==> src/rtl/center_arbiter.sv <==
// center_arbiter: round-robin share of one DW-bit capture register among N_REQ requesters.
// Latency: Grant_Id 1 cycle after Req, Dout_Valid for HOLD_CYCLES, then a 1-cycle Ack.
// Backpressure: Req is held until Ack; dropping it aborts. CENTER_ARB_LOCK_EN adds Lock.
module center_arbiter #(
   parameter int N_REQ       = 4,
   parameter int DW          = 4,
   parameter int HOLD_CYCLES = 2,
   localparam int IW         = $clog2(N_REQ)
) (
   input  logic                CLK,
   input  logic                RST,
   input  logic [N_REQ-1:0]    Req,
   input  logic [N_REQ*DW-1:0] Din,
`ifdef CENTER_ARB_LOCK_EN
   input  logic [N_REQ-1:0]    Lock,
`endif
   output logic [N_REQ-1:0]    Ack,
   output logic [DW-1:0]       Dout,
   output logic                Dout_Valid,
   output logic [IW-1:0]       Grant_Id,
   output logic                Busy
);

   localparam int CW = $clog2(HOLD_CYCLES + 1);

   typedef enum logic [1:0] {IDLE, GRANT, HOLD, RELEASE} state_t;

   state_t            state_q, state_d;
   logic [IW-1:0]     ptr_q, ptr_d;
   logic [IW-1:0]     gid_q, gid_d;
   logic [DW-1:0]     dout_q, dout_d;
   logic              vld_q, vld_d;
   logic [N_REQ-1:0]  ack_q, ack_d;
   logic              busy_q, busy_d;
   logic [CW-1:0]     cnt_q, cnt_d;

   logic [DW-1:0]     din_arr [N_REQ];
   logic              found;
   logic [IW-1:0]     sel;
   logic [IW-1:0]     idx;
   logic              req_g;
   logic              relock;

   for (genvar i = 0; i < N_REQ; i++) begin : g_slice
      assign din_arr[i] = Din[i*DW +: DW];
   end

   assign req_g = Req[gid_q];

`ifdef CENTER_ARB_LOCK_EN
   assign relock = Lock[gid_q] & req_g;
`else
   assign relock = 1'b0;
`endif

   // Search starts one past the last grantee so every other requester goes first.
   always_comb begin
      found = 1'b0;
      sel   = '0;
      idx   = '0;
      for (int i = 1; i <= N_REQ; i++) begin
         idx = IW'((int'(ptr_q) + i) % N_REQ);
         if (!found && Req[idx]) begin
            found = 1'b1;
            sel   = idx;
         end
      end
   end

   always_comb begin
      state_d = state_q;
      ptr_d   = ptr_q;
      gid_d   = gid_q;
      dout_d  = dout_q;
      cnt_d   = cnt_q;
      vld_d   = 1'b0;
      ack_d   = '0;
      case (state_q)
         IDLE: begin
            if (found) begin
               gid_d   = sel;
               state_d = GRANT;
            end
         end
         GRANT: begin
            if (req_g) begin
               dout_d  = din_arr[gid_q];
               cnt_d   = CW'(HOLD_CYCLES - 1);
               vld_d   = 1'b1;
               state_d = HOLD;
            end else begin
               ptr_d   = gid_q;
               state_d = IDLE;
            end
         end
         HOLD: begin
            if (!req_g) begin
               ptr_d   = gid_q;
               state_d = IDLE;
            end else if (cnt_q == '0) begin
               ack_d[gid_q] = 1'b1;
               state_d      = RELEASE;
            end else begin
               cnt_d   = cnt_q - 1'b1;
               vld_d   = 1'b1;
            end
         end
         RELEASE: begin
            // A locked requester is re-granted without moving the pointer.
            if (relock) begin
               state_d = GRANT;
            end else begin
               ptr_d   = gid_q;
               state_d = IDLE;
            end
         end
         default: begin
            state_d = IDLE;
         end
      endcase
      busy_d = (state_d != IDLE);
   end

   always_ff @(posedge CLK or posedge RST) begin
      if (RST) begin
         state_q <= IDLE;
         ptr_q   <= IW'(N_REQ - 1);
         gid_q   <= '0;
         dout_q  <= '0;
         vld_q   <= 1'b0;
         ack_q   <= '0;
         busy_q  <= 1'b0;
         cnt_q   <= '0;
      end else begin
         state_q <= state_d;
         ptr_q   <= ptr_d;
         gid_q   <= gid_d;
         dout_q  <= dout_d;
         vld_q   <= vld_d;
         ack_q   <= ack_d;
         busy_q  <= busy_d;
         cnt_q   <= cnt_d;
      end
   end

   assign Ack        = ack_q;
   assign Dout       = dout_q;
   assign Dout_Valid = vld_q;
   assign Grant_Id   = gid_q;
   assign Busy       = busy_q;

endmodule
==> config.mk <==
export PLATFORM = sky130hd
export DESIGN_NAME = center_arbiter
export DESIGN_NICKNAME = d
export VERILOG_FILES = /design/src/rtl/center_arbiter.sv
export SDC_FILE = /design/constraint.sdc
export NUM_CORES = 1
export LEC_CHECK = 0
export BUFFER_PORTS_ARGS = -buffer_cell sky130_fd_sc_hd__buf_2
export CORE_AREA = 2 2 54 56
export CTS_CLUSTER_DIAMETER = 40
export DETAILED_ROUTE_END_ITERATION = 8
export DIE_AREA = 0 0 56 58
export HOLD_SLACK_MARGIN = 0.15
export PLACE_DENSITY = 0.61
export SLEW_MARGIN = 30
export SYNTH_ARGS = -nofsm -noshare
export SYNTH_HDL_FRONTEND = slang
export SYNTH_SLANG_ARGS = --single-unit
==> constraint.sdc <==
create_clock -name CLK -period 3 [get_ports CLK]
set_input_delay 0.6 -clock CLK [delete_from_list [all_inputs] [get_ports CLK]]
set_output_delay 0.6 -clock CLK [all_outputs]
set_load 0.01 [all_outputs]
; ---- After elaboration in Yosys (flattened, before gate mapping)
; Index checks and enable logic that the tools add are counted.
[word_totals]
ff_bits = 18
[op_classes]
add_sub_neg = 5
mux = 41
eq_ne = 7
n_bitwise = 1
order_cmp = 7
n_reduce_logical = 17
[ops]
columns = cell, count
row1 = 2-bit 2-to-1 mux, 12
row2 = 4-bit 2-to-1 mux, 5
row3 = 2-bit by 3-bit < comparator with 1-bit output (second input constant), 5
row4 = 1-bit 2-to-1 mux, 13
row5 = 1-bit binary-select mux with 2-bit select, 5
row6 = 4-bit binary-select mux with 2-bit select, 1
row7 = 2-bit != test (second input constant), 4
row8 = 2-bit case mux with 2 select lines, 2
row9 = 2-bit case mux with 4 select lines, 1
row10 = 2-bit AND reduction, 3
row11 = 2-bit nonzero test, 3
row12 = 2-bit by 1-bit adder with 2-bit output (second input constant), 2
row13 = 2-bit adder (second input constant), 2
row14 = 2-bit equality test (second input constant), 2
row15 = 1-bit logical AND, 4
row16 = 2-bit zero test, 2
row17 = 4-bit AND reduction, 1
row18 = 3-bit greater-or-equal comparator (second input constant), 1
row19 = 1-bit zero test, 3
row20 = 2-bit NOT with 3-bit output, 1
row21 = 1-bit demux with 2-bit select, 1
row22 = 2-bit by 1-bit equality test with 1-bit output (second input constant), 1
row23 = 2-bit by 1-bit greater-or-equal comparator with 1-bit output (second input constant), 1
row24 = 1-bit case mux with 2 select lines, 1
row25 = other kinds (2), 2

; ---- Depth between registers and ports, before layout
; Gate-level depths: netlist (run 1).
[depth]
word_depth = 16
mapped_depth = 5
mapped_depth_nobuf = 5

; ---- Worst setup path after synthesis (run 1)
; Ideal clock, no wire load.
[synth_timing]
path_type = input port to flip-flop
start = input Req[3]
end = register dout_q[0], in the netlist Dout[0]
slack_ns = 1.254
setup_time_ns = 0.125
stages = 3
arrival_ns = 1.621
cell_sequence = mux4_2 -> nand2_1 -> mux2_2
[synth_between]
elab_chain_len = 3
[synth_lines]
columns = item, line
row1 = "start, declared", 12  ; input logic [N_REQ-1:0] Req,
row2 = 1-bit binary-select mux with 2-bit select, 48  ; assign req_g = Req[gid_q];
row3 = 1-bit 2-to-1 mux (implied by the code), 48
row4 = 2-bit AND reduction (no source line), -
row5 = "end signal, assigned", 138  ; dout_q <= dout_d;
row6 = "end, declared", 31  ; logic [DW-1:0] dout_q, dout_d;
; Every way passes these cells. The select of a mux whose other input is x is not followed.
; A chain may end at the register's enable or synchronous reset.

; ---- Worst setup path after layout (run 1)
[layout_timing]
start = register gid_q[0], in the netlist Grant_Id[0]
end = register dout_q[3], in the netlist Dout[3]
[layout_between]
elab_chain_len = 4
[layout_lines]
columns = item, line
row1 = "start, declared", 30  ; logic [IW-1:0] gid_q, gid_d;
row2 = "start signal, assigned", 137  ; gid_q <= gid_d;
row3 = 2-bit NOT with 3-bit output (implied by the code), 87  ; dout_d = din_arr[gid_q];
row4 = 4-bit binary-select mux with 2-bit select, 87
row5 = 4-bit 2-to-1 mux (implied by the code) (2 in a row), 87
; Parallel ways exist; a longest one is shown, timed or not. The select of a mux whose other input is x is not followed.

==> flow_summary.toml, run 1 <==
[placed_design]
post-place-cells = 153
gp_congestion = 0.762
io_buffer_count = 33
dp_hpwl_um = 1660

[clock_tree]
cts_setup_buffers = 0
clk_path_buf_depth = 2
hold_buffers = 0
clock-sinks = 18
cts-root-buf = "clkbuf_4"
h-tree-depth = 1
cts_resized = 0
clk_pin_slew_worst_paths_ns = 0.10
cts_tree = "built"
worstSkewPairLatency_ns = 0.29
cts_buffers = 3

[power_and_ir_drop]
internal_power_w = 0.000698
leakage_nw = 0.594
p_sw_w = 0.000432
switching_share_pct = 38.2
power_density_nw_per_um2 = 908
p_seq_share_pct = 39.5
irDropWorstVdd_v = 0.000556
clkPwrFrac_pct = 13.1
combinationalPowerShare_pct = 47.4

[timing]
rsz0062_at_grt = "no"
fmax_mhz = 510
clock_skew_ns = 0.00169
finalHoldViolCount = 0
worst_pin_slew_ns = 0.658
min_period_over_period_pct = 65.3
setup_tns_ns = 0
setup_viol = 0
slew-limit-headroom_pct = 56.1
post-route-min-period_ns = 1.96
drv_slew = 0

[die]
num_rows = 19
io_pins = 34
die_w_um = 56
die_height_um = 58
fp.dieArea_um2 = 3250
initial_utilization_pct = 38.1
placeableCoreArea_um2 = 2660

[route]
drt_iter0_markers = 32
post-route-drc-count = 0
via_count = 824
drt_first_pass_iters = 4
route.detailed.wl_per_inst_um = 13.1
antenna_left = 0
wirelength_um = 2050
via_per_inst = 5.25

[critical_path]
worstPathArrival_ns = 2.15
path_cells = "mux4_2, nand2_1, mux2_2"
crit_type = "reg -> reg"
critical_path.max_fanout = 12
max_stage_delay_ns = 0.66
crit_required_ns = 3.19
end_kind = "register"
cp_slowest_cell = "mux4_2"
cp-start-kind = "register"

[global_route]
grt_pass1_wl_um = 3420
track_usage_pct = 13.5
grt_max_degree = 19
antenna_found_initial = 0
busiest_layer = "met2"
grt_use_met3_pct = 2.23
grtUsageMet2_pct = 23.5
grt_pass1_vias = 808
overflow = 0
grt_use_met1_pct = 16.5

[synthesis]
ys_seq_area_share_pct = 44.6
synth-edff-count = 0
ys_warn_count = 0
synthDistinctLibCells = 29
syn_area_um2 = 1010
synthFlopType = "dfrtp_1"
synth-seq-cells = 18
async_reset_ff_share_pct = 100
syn_nets = 119
postSynthAreaPerCell_um2 = 11.2
synth_cells = 91

[final_layout]
n_fill_cell = 268
utilization_pct = 46.8
antennaDiodeCount = 0
num-nets-final = 155
final_cells = 157
drive_gt1_share_pct = 41.3
synthToLayoutAreaGrowth_pct = 22.7

[outcome]
outcome = "finished clean"

[worst_hold_path]
hold_class = "in -> async"

[flow_run]
drv_cap = 0
-- synthesized netlist by cell type (all sizes together) (2+ instances only) --
master,count,area share (%)
nand3,4,2.0
o21ai,6,3.0
buf,2,0.99
ha,6,7.4
nor3b,2,1.5
inv,8,3.0
nand3b,2,1.5
mux2,6,6.7
dfrtp,16,39
dfstp,2,5.2
nand2,6,2.2
a21oi,2,1.4
o21a,3,2.2
nor2,7,2.6
mux4,5,11
nand2b,2,1.2
-- critical path, delay by kind of cell (launching register included) --
kind / cells / cell delay (ns)
muxes: 2 / 1.01
DFF: 1 / 0.65
and+or+nand+nor: 1 / 0.20
-- cell usage in the layout, fill, tap and decap left out, drive strengths merged, types with 3 or more instances in the layout --
cell    instances
buf            33
dfrtp          16
inv             8
nor2            7
nand2           6
mux2            6
o21ai           6
ha              6
mux4            5
nand3           4
clkbuf          4
o21a            3
-- registers in the layout, indices dropped and copies added (netlist names) --
signal / count
Ack: 4
Busy: 1
Dout: 4
Dout_Valid: 1
Grant_Id: 2
cnt_q: 2
ptr_q: 2
state_q: 2
-- final cells by class --
cell class / count / area (µm²) / area share, %
Sequential cell: 18 / 453 / 36.4
Multi-Input combinational cell: 63 / 522 / 41.9
Inverter: 8 / 30.0 / 2.41
Timing Repair Buffer: 33 / 165 / 13.3
Tap cell: 31 / 38.8 / 3.12
Clock buffer: 4 / 36.3 / 2.91
-- cells by family after synthesis --
kind of cell	share of synthesized area, %
and+or+nand+nor	14.3
muxes	17.8
adders and majority gates	7.40
DFF	44.6
AOI/OAI and AO/OA	12.0
buffers and inverters	3.95
-- final timing paths --
| kind | from | cells after the start | to | slack, ns |
|---|---|---|---|---|
| max | Grant_Id[0]$_DFFE_PP0P_ | 3 | Dout[3]$_DFFE_PP0P_ | 1.04 |
| min | RST | 2 | Dout_Valid$_DFF_PP0_ | 0.38 |
| max reg2reg | Grant_Id[0]$_DFFE_PP0P_ | 3 | Dout[3]$_DFFE_PP0P_ | 1.04 |
| min reg2reg | Dout[3]$_DFFE_PP0P_ | 1 | Dout[3]$_DFFE_PP0P_ | 0.52 |
| max in group asynchronous | RST | 2 | Grant_Id[1]$_DFFE_PP0P_ | 2.20 |
| min in group CLK | Dout[3]$_DFFE_PP0P_ | 1 | Dout[3]$_DFFE_PP0P_ | 0.52 |
-- per-layer routing --
layer / routed length, µm / part of all wire (%)
met5: 0 / 0
met4: 39 / 1.9
met3: 55 / 2.7
met2: 1030 / 50
met1: 929 / 45
-- metrics by stage --
step	hold WS, ns	power, W	area (µm²)	setup WS (ns)
floorplan	0.481	0.000844	1010	1.25
global placement	0.489	0.000978	1210	1.05
global route	0.462	0.00122	1240	0.901
detailed placement	0.494	0.000993	1210	1.01
finish	0.380	0.00113	1240	1.04
CTS	0.410	0.00114	1240	1.00
-- power by group through the flow --
stage / registers, W / clock network, W / logic [W]
finish: 0.000447 / 0.000148 / 0.000535
global route: 0.000465 / 0.000162 / 0.000592
CTS: 0.000449 / 0.000152 / 0.000542
detailed placement: 0.000452 / 0 / 0.000542
global placement: 0.000448 / 0 / 0.000530
floorplan: 0.000426 / 0 / 0.000418
(Power assumes the default switching activity.)
==> run 2, diff against run 1 <==
- clock period: 3 -> 2 ns (I/O delays scaled with it)
==> run 2 against run 1 <==
Compared with the run above: wire length grew 4.1%; sequential share of layout area is 0.43 points lower; first-iteration DRC count is 72% lower.
==> flow_summary.toml, run 2 (same netlist as run 1, synthesis figures left out) <==
[final_layout]
final_cell_mix = "33 x buf_2, 16 x dfrtp_1, 8 x inv_1"
n_fill_cell = 265
final_common_cell = "buf_2"
antennaDiodeCount = 0
num-nets-final = 157
drive_gt1_share_pct = 42.2
synthToLayoutAreaGrowth_pct = 24.2
design_area_um2 = 1260

[clock_tree]
clock-sinks = 18
cts_setup_buffers = 0
cts_buffers = 3
cts-root-buf = "clkbuf_4"
cts_tree = "built"
cts_resized = 0
worstSkewPairLatency_ns = 0.29
clk_pin_slew_worst_paths_ns = 0.10
hold_buffers = 0
h-tree-depth = 1
clk_path_buf_depth = 2

[die]
num_rows = 19
die_w_um = 56
placeableCoreArea_um2 = 2660
fp.dieArea_um2 = 3250
die_height_um = 58
io_pins = 34
initial_utilization_pct = 38.1

[route]
drt_iter0_markers = 9
post-route-drc-count = 0
via_per_inst = 5.12
wirelength_um = 2140
drt_first_pass_iters = 4
via_count = 814
route.detailed.wl_per_inst_um = 13.5
antenna_left = 0

[placed_design]
gp_congestion = 0.806
dp_hpwl_um = 1720
io_buffer_count = 33
placed_area_um2 = 1220

[timing]
setup_viol = 0
clock_skew_ns = 0.00156
drv_slew = 0
min_period_over_period_pct = 82.2
slew-limit-headroom_pct = 54.8
setup_tns_ns = 0
fmax_mhz = 608
rsz0062_at_grt = "no"
finalHoldViolCount = 0
worst_pin_slew_ns = 0.677
post-route-min-period_ns = 1.64
whs_ns = 0.193

[global_route]
track_usage_pct = 14.2
antenna_found_initial = 0
grt_pass1_wl_um = 3550
overflow = 0
grt_max_degree = 19
grt_pass1_vias = 834

[critical_path]
max_stage_delay_ns = 0.59
path_cells = "mux4_2, nand2_1, mux2_2"
cp-start-kind = "register"
critical_path.max_fanout = 7
crit_required_ns = 2.18
crit_type = "reg -> reg"
ff2ff_setup_slack_ns = 0.36
end_kind = "register"
worstPathArrival_ns = 1.83
cp_slowest_cell = "mux4_2"

[outcome]
outcome = "finished clean"

[flow_run]
drv_cap = 0

[worst_hold_path]
hold_class = "in -> async"

[power_and_ir_drop]
leakage_nw = 0.604
irDropWorstVdd_v = 0.000565
power_density_nw_per_um2 = 1380
[run 2: worst max-delay path: cells and delay by family, from the launching register on]
family / cells / cell delay (ns)
multiplexers: 2 / 0.94
flip-flops: 1 / 0.39
AND/OR/NAND/NOR: 1 / 0.20
[run 2: cell type report]
type                            count  area [µm²]  share of cell area, %
Sequential cell                    18         453                   35.9
Inverter                            8        30.0                   2.38
Clock buffer                        4        36.3                   2.88
Timing Repair Buffer               35         180                   14.3
Tap cell                           31        38.8                   3.08
Multi-Input combinational cell     63         522                   41.4
[run 2: power breakdown]
part	leakage [nW]	total (W)	switching, W	internal (W)
Sequential	0.223	0.000607	0.0000910	0.000516
Combinational	0.361	0.000910	0.000463	0.000447
Clock	0.0210	0.000221	0.000110	0.000111
Total	0.604	0.00174	0.000664	0.00107
[run 2: worst paths after layout]
path / to / startpoint / depth (start not counted)
worst min-delay path: Busy$_DFF_PP0_ / RST / 2
worst max-delay path: Dout[3]$_DFFE_PP0P_ / Grant_Id[0]$_DFFE_PP0P_ / 3
worst min register to register: Dout[3]$_DFFE_PP0P_ / Dout[3]$_DFFE_PP0P_ / 1
min in group CLK: Ack[1]$_DFF_PP0_ / Req[1] / 3
max in group asynchronous: Grant_Id[0]$_DFFE_PP0P_ / RST / 2
worst max register to register: Dout[3]$_DFFE_PP0P_ / Grant_Id[0]$_DFFE_PP0P_ / 3
[run 2: layer usage]
metal / vias to the layer above / global-route usage [%] / share of wire, %
li1: 402 / - / -
met1: 395 / 16.9 / 42
met2: 15 / 24.9 / 53
met3: 2 / 2.46 / 3.3
met4: 0 / 7.14 / 1.3
met5: - / 0 / 0
[run 2: per-stage QoR]
| step | cells | setup slack, ns | util, % | power (W) |
|---|---|---|---|---|
| global route | 159 | 0.284 | 47.3 | 0.00188 |
| detailed placement | 155 | 0.207 | 46.0 | 0.00154 |
| floorplan | 91 | 0.390 | - | 0.00127 |
| CTS | 159 | 0.335 | 47.3 | 0.00177 |
| finish | 159 | 0.356 | 47.3 | 0.00174 |
| global placement | 155 | 0.258 | 46.0 | 0.00151 |
